[src/rtl/vpu_pkg.sv]
// +--------------------------------------------------------------------------+
// | vpu_pkg : shared fetch-sequencer states and opcode constants             |
// | rev 1.0                                                                  |
// +--------------------------------------------------------------------------+
`default_nettype none

package vpu_pkg;

  typedef enum logic [2:0] {
    S_IDLE  = 3'd0,
    S_ISSUE = 3'd1,
    S_WAIT  = 3'd2,
    S_VALID = 3'd3,
    S_DONE  = 3'd4
  } fetch_state_t;

  localparam int          OPC_MSB  = 31;
  localparam int          OPC_LSB  = 28;
  localparam logic [3:0]  OPC_HALT = 4'hF;

endpackage

`default_nettype wire

[src/rtl/instr_fetch_seq.sv]
// +--------------------------------------------------------------------------+
// | instr_fetch_seq : PC walker feeding the VPU decoder over valid/ready     |
// | rev 1.0                                                                  |
// +--------------------------------------------------------------------------+
`default_nettype none

module instr_fetch_seq
  import vpu_pkg::*;
#(
  parameter  int INSTR_WIDTH = 32,
  parameter  int DEPTH       = 256,
  parameter  int CNT_WIDTH   = 16,
  localparam int ADDR_W      = $clog2(DEPTH)
) (
  input  logic                   clk,
  input  logic                   rst_n,
  input  logic                   start,
  input  logic [ADDR_W-1:0]      start_addr,
  input  logic                   load_busy,
  input  logic                   halt_req,
  output logic [ADDR_W-1:0]      rd_addr,
  input  logic [INSTR_WIDTH-1:0] rd_data,
  output logic [INSTR_WIDTH-1:0] instr,
  output logic                   instr_valid,
  input  logic                   instr_ready,
  input  logic                   redirect_valid,
  input  logic [ADDR_W-1:0]      redirect_addr,
  output logic [ADDR_W-1:0]      pc,
  output logic                   running,
  output logic                   done,
  output logic                   err_overflow,
  output logic                   err_abort,
  output logic [CNT_WIDTH-1:0]   retired
);

  localparam logic [ADDR_W-1:0] LAST_ADDR = ADDR_W'(DEPTH - 1);

  fetch_state_t           state, state_nxt;
  logic [ADDR_W-1:0]      pc_nxt;
  logic [INSTR_WIDTH-1:0] instr_nxt;
  logic                   ovf_nxt, abort_nxt;
  logic [CNT_WIDTH-1:0]   ret_nxt;
  logic                   is_halt;

  assign is_halt     = (instr[OPC_MSB:OPC_LSB] == OPC_HALT);
  assign rd_addr     = pc;
  assign instr_valid = (state == S_VALID);
  assign running     = (state == S_ISSUE) || (state == S_WAIT) || (state == S_VALID);
  assign done        = (state == S_DONE);

  always_ff @(posedge clk or negedge rst_n) begin
    if (!rst_n) begin
      state        <= S_IDLE;
      pc           <= '0;
      instr        <= '0;
      err_overflow <= 1'b0;
      err_abort    <= 1'b0;
      retired      <= '0;
    end else begin
      state        <= state_nxt;
      pc           <= pc_nxt;
      instr        <= instr_nxt;
      err_overflow <= ovf_nxt;
      err_abort    <= abort_nxt;
      retired      <= ret_nxt;
    end
  end

  // Abort beats halt beats redirect beats increment; abort also kills a pending handshake.
  always_comb begin
    state_nxt = state;
    pc_nxt    = pc;
    instr_nxt = instr;
    ovf_nxt   = err_overflow;
    abort_nxt = err_abort;
    ret_nxt   = retired;
    case (state)
      S_IDLE, S_DONE: begin
        if (start && !load_busy) begin
          state_nxt = S_ISSUE;
          pc_nxt    = start_addr;
          ret_nxt   = '0;
          ovf_nxt   = 1'b0;
          abort_nxt = 1'b0;
        end
      end
      S_ISSUE: begin
        if (load_busy) begin
          state_nxt = S_DONE;
          abort_nxt = 1'b1;
        end else if (halt_req) begin
          state_nxt = S_DONE;
        end else begin
          state_nxt = S_WAIT;
        end
      end
      S_WAIT: begin
        if (load_busy) begin
          state_nxt = S_DONE;
          abort_nxt = 1'b1;
        end else if (halt_req) begin
          state_nxt = S_DONE;
        end else begin
          state_nxt = S_VALID;
          instr_nxt = rd_data;
        end
      end
      S_VALID: begin
        if (load_busy) begin
          state_nxt = S_DONE;
          abort_nxt = 1'b1;
        end else if (instr_ready) begin
          if (retired != '1) ret_nxt = retired + CNT_WIDTH'(1);
          if (is_halt || halt_req) begin
            state_nxt = S_DONE;
          end else if (redirect_valid) begin
            state_nxt = S_ISSUE;
            pc_nxt    = redirect_addr;
          end else if (pc == LAST_ADDR) begin
            state_nxt = S_DONE;
            ovf_nxt   = 1'b1;
          end else begin
            state_nxt = S_ISSUE;
            pc_nxt    = pc + ADDR_W'(1);
          end
        end
      end
      default: state_nxt = S_IDLE;
    endcase
  end

endmodule

`default_nettype wire

[config.mk]
export PLATFORM = sky130hd
export DESIGN_NAME = instr_fetch_seq
export DESIGN_NICKNAME = d
export VERILOG_FILES = /design/src/rtl/vpu_pkg.sv /design/src/rtl/instr_fetch_seq.sv
export SDC_FILE = /design/constraint.sdc
export NUM_CORES = 1
export LEC_CHECK = 0
export ABC_AREA = 1
export BUFFER_PORTS_ARGS = -buffer_cell sky130_fd_sc_hd__buf_2
export CORE_UTILIZATION = 28
export DETAILED_ROUTE_END_ITERATION = 7
export MAX_ROUTING_LAYER = met4
export PLACE_DENSITY = 0.6
export SYNTH_ARGS = -nofsm -noshare
export SYNTH_HDL_FRONTEND = slang
export SYNTH_SLANG_ARGS = --single-unit
[constraint.sdc]
create_clock -name clk -period 3.7 [get_ports clk]
set_input_delay 0.74 -clock clk [delete_from_list [all_inputs] [get_ports clk]]
set_output_delay 0.74 -clock clk [all_outputs]
set_load 0.05 [all_outputs]
# Word-level counts from Yosys, hierarchy flattened
# Cells that the tools add are included.
[op_classes]
n_eq_ne = 17
reduce_logical = 16
n_mux = 32
n_bitwise = 2
addsub = 2
[ops]
columns = ["cell", "n"]
rows = [
  ["$mux 16", 4],
  ["$mux 8", 6],
  ["$pmux 16 s2", 1],
  ["$mux 3", 10],
  ["$add 16x1->16 const B", 1],
  ["$ne 16x16->1 const B", 1],
  ["$pmux 8 s2", 1],
  ["$pmux 3 s4", 1],
  ["$add 8x1->8 const B", 1],
  ["$eq 8x8->1 const B", 1],
  ["$ne 2x1->1 const B", 4],
  ["$ne 2x2->1 const B", 4],
  ["$mux 1", 7],
  ["$reduce_and 7->1", 1],
  ["$eq 3x2->1 const B", 2],
  ["$reduce_and 3->1", 2],
  ["$reduce_and 6->1", 1],
  ["$reduce_and 5->1", 1],
  ["$eq 4x4->1 const B", 1],
  ["$pmux 1 s2", 2],
  ["$reduce_bool 2->1", 2],
  ["$eq 3x1->1 const B", 1],
  ["$eq 3x3->1 const B", 1],
  ["$logic_not 3->1", 1],
  ["other kinds (9)", 12],
]
[totals]
out_inout_bits = 69
ff_bits = 61
input_bits = 55
word_cells = 75

# Logic depth before layout (Yosys ltp)
[depth]
word_depth = 7
ltp_mapped = 11
depth_no_buf = 10

# Worst setup path before layout
# OpenSTA, ideal clock, no wires.
[synth_path]
path_kind = "register to output"
from = "reg state[2]"
to = "out done"
path_buffers = 0
path_stages_with_launch = 3
arrival_ns = 1.563
path_slack_ns = 1.397
t_required_ns = 2.960
cell_sequence = "dfrtp_1 -> inv_1 -> nor3_1"
[synth_via]
elab_chain_cells = 1
[synth_lines]
columns = ["element", "line_no", "text"]
rows = [
  ["start: declaration", "instr_fetch_seq.sv:38", "fetch_state_t state, state_nxt;"],
  ["start signal: assignment", "instr_fetch_seq.sv:60", "state <= state_nxt;"],
  ["$eq 3x3->1", "instr_fetch_seq.sv:49", "assign done = (state == S_DONE);"],
  ["end: declaration", "instr_fetch_seq.sv:30", "output logic done,"],
]
# Every way passes these cells.

# Worst setup path after layout
[layout_path]
from = "reg retired[0]"
to = "reg retired[4]"
[layout_via]
elab_chain_cells = 5
word_cells_on_any_way = 8
classes_between = "1 x add/sub; 2 x eq/ne; 4 x mux; 1 x reduce/logical"
[layout_lines]
columns = ["element", "line_no", "text"]
rows = [
  ["start: declaration", "instr_fetch_seq.sv:33", "output logic [CNT_WIDTH-1:0] retired"],
  ["start signal: assignment", "instr_fetch_seq.sv:65", "retired <= ret_nxt;"],
  ["$add 16x1->16", "instr_fetch_seq.sv:113", "if (retired != '1) ret_nxt = retired + CNT_WIDTH'(1);"],
  ["$mux 16", "instr_fetch_seq.sv:113", ""],
  ["$mux 16", "instr_fetch_seq.sv:112", "end else if (instr_ready) begin"],
  ["$mux 16", "instr_fetch_seq.sv:109", "if (load_busy) begin"],
  ["$pmux 16 s2", "instr_fetch_seq.sv:77", "case (state)"],
]
# Several ways; a longest one is shown, not always the timed one. The select of a mux whose other input is x is not followed.
# A chain may end at the register's enable or synchronous reset.

==> results.ini <==
[critical_path]
worstPathArrival_ps=2560
worst-path-buf-inv=2
ff2ff_path_depth=10
r2r-end=retired[4]
critical_path_peak_fanout=29
critPathLaunchType=flip-flop
rrSetupSlack_ps=1360
critical_path_class=flip-flop to flip-flop
path_common_cell=nand2_1
critPathSlowestCell=nand2_1
startpoint=retired[0]
crit_path_end=retired[4]
cp_slowest_stage_delay_ps=640
worstPathCellList=ha_1, nand3_2, nor2_4, nand3_2, clkinv_1, nand2_1, nand2_1, inv_1, nand2_1, nand2_1
r2r-start=retired[0]
cpLargestDelayFamily=simple AND/OR/NAND/NOR gates
endpoint_kind=flip-flop
cp.required_ps=3910
path_depth=10

[clock_network]
cts_num_sinks=61
cts_tree=yes
cts.clk_slew.worst_paths_ps=50
cts_made_buffers=9
cts_root_buffer=clkbuf_16
hold_buffers=0
htree_levels=3
insertion_delay_ps=330
cts_resized=0
clock_path_buffers=2
post_cts_buffers=0

[route]
firstDrtPassIters=4
ant_nets=0
top_layer_used=met4
drt-total-wl_mm=8.38
wire_per_inst_um=11.5
wl_met3_um=395
routed_via_density=4.52
drt_iter0_markers=84
vias=3289
wl_met2_mm=3.94
drc=0
wl_met1_mm=3.92

[global_route]
grt_antenna_before_repair=0
grt_usage_pct=14.8
gr-total-overflow=0
grt_pass1_wl_mm=14.3
grt_max_degree=62
grt_pass1_vias=3189

[synthesis]
synth_nets=521
ys_types=26
yosysTopAreaCellShare_pct=46.4
synth_top_cell_by_area=dfrtp_1
synth_area_leaders=dfrtp_1, nand2_1, nand3_1
syn_area_um2=3290
syn_inst=464
avgSynthCellArea_um2=7.10
synth.ff_latch_count=61
synth-seq-area-share_pct=46.4
yosys_warnings=0

[sta]
rsz0062_at_grt=false
finalSetupTns_ps=0
post-route-min-period_ps=2340
final-hold-violation-count=0
clock.fmax_mhz=427
clock-skew-final_ps=7.23
fin_crit_sh_pct=63.3
tightest_slew_ps=865
setup_viol=0
holdWs_ps=468
slew_headroom_pct=42.2
maxSlewViolCount=0

[power]
power.density_nw_per_um2=854
vdd_ir_drop_max_uv=432
p_leak_nw=2.41

[floorplanning]
die-area_um2=12200
dieHeight_um=110
rows=39
pin_count=124
start_util_pct=28.8
die_w_um=110
core_area_um2=11400

[min_path]
hold_class=flip-flop to flip-flop
worstHoldStart=instr[15]

[status]
status=finished, final reports clean

[job]
cap_violations=0

[layout]
syn_to_final_growth_pct=31.5
drive_gt1_share_pct=26.7
n_antenna_cell=0
final_core_util_pct=37.9
fin_nets=637

[place]
place_congestion=0.838
port_buffers=123
post-dp-hpwl_mm=6.12

-- sequential cells by signal, summed over array words and instances, names as in the netlist --
register	count
state	3
err_overflow	1
instr	32
pc	8
retired	16
err_abort	1
-- through the flow --
stage / power [mW] / area, um^2 / setup slack (ps) / cells
after floorplan: 2.39 / 3290 / 1400 / 464
after global placement: 2.72 / 3980 / 1420 / 712
after detailed placement: 2.73 / 3980 / 1330 / 712
after CTS: 3.74 / 4330 / 1350 / 727
after global routing: 3.90 / 4330 / 1070 / 727
final: 3.70 / 4330 / 1360 / 727
-- where the power goes --
group	internal, mW	switching (mW)
Sequential	0.886	0.178
Combinational	0.345	1.31
Clock	0.689	0.293
-- synth_stat cells (all sizes together) --
| cell | instances |
|---|---|
| or2 | 3 |
| o211ai | 1 |
| dfrtp | 61 |
| nand2 | 221 |
| nor3 | 2 |
| nand4 | 6 |
| nor2 | 43 |
| clkbuf | 5 |
| ha | 2 |
| a21oi | 4 |
| o21ai | 23 |
| inv | 33 |
| nand3 | 31 |
| a31oi | 2 |
| buf | 17 |
| xor2 | 6 |
| a21boi | 1 |
| clkinv | 1 |
| o21bai | 2 |
-- worst min-delay path by stage --
stage	to	slack, ps	cells past startpoint
after CTS	instr[19]	470	2
after floorplan	err_abort	440	0
final	instr[15]	470	2
after global placement	instr[16]	450	2
after global routing	instr[20]	480	2
after detailed placement	instr[19]	460	2
-- per-layer routing --
layer	vias to the layer above	track usage [%]
met3	12	3.57
met5	-	-
met1	1509	17.5
met4	0	5.96
li1	1669	-
met2	99	24.3
-- tightest hold or removal path, cell delays in order, from the launching register on --
cell and delay, ps:
dfrtp_1 340, nand2_1 50, nand2_1 40
-- final cells by class --
type / count / area (um^2)
Timing Repair Buffer: 127 / 646
Clock inverter: 4 / 95.1
Clock buffer: 11 / 253
Tap cell: 143 / 179
Fill cell: 1218 / 7090
Inverter: 34 / 128
Multi-Input combinational cell: 347 / 1500
Sequential cell: 61 / 1530
-- cell families after synthesis --
| family | Yosys count | synth area share (%) |
|---|---|---|
| adders and majority gates | 2 | 0.760 |
| buffers and inverters | 56 | 8.02 |
| AOI/OAI and AO/OA | 33 | 5.40 |
| DFF | 61 | 46.4 |
| xor gates and xnor gates | 6 | 1.60 |
| and+or+nand+nor | 306 | 37.9 |
-- cells in the final DEF (no fill, tap or decap), drive strengths merged --
cell    instances
a21boi          1
a21oi           4
a31oi           2
buf           127
bufinv          3
clkbuf         11
clkinv          2
dfrtp          61
ha              2
inv            33
nand2         221
nand3          31
nand4           6
nor2           43
nor3            2
o211ai          1
o21ai          23
o21bai          2
or2             3
xor2            6
No activity file was read; power rests on OpenSTA's default activity.
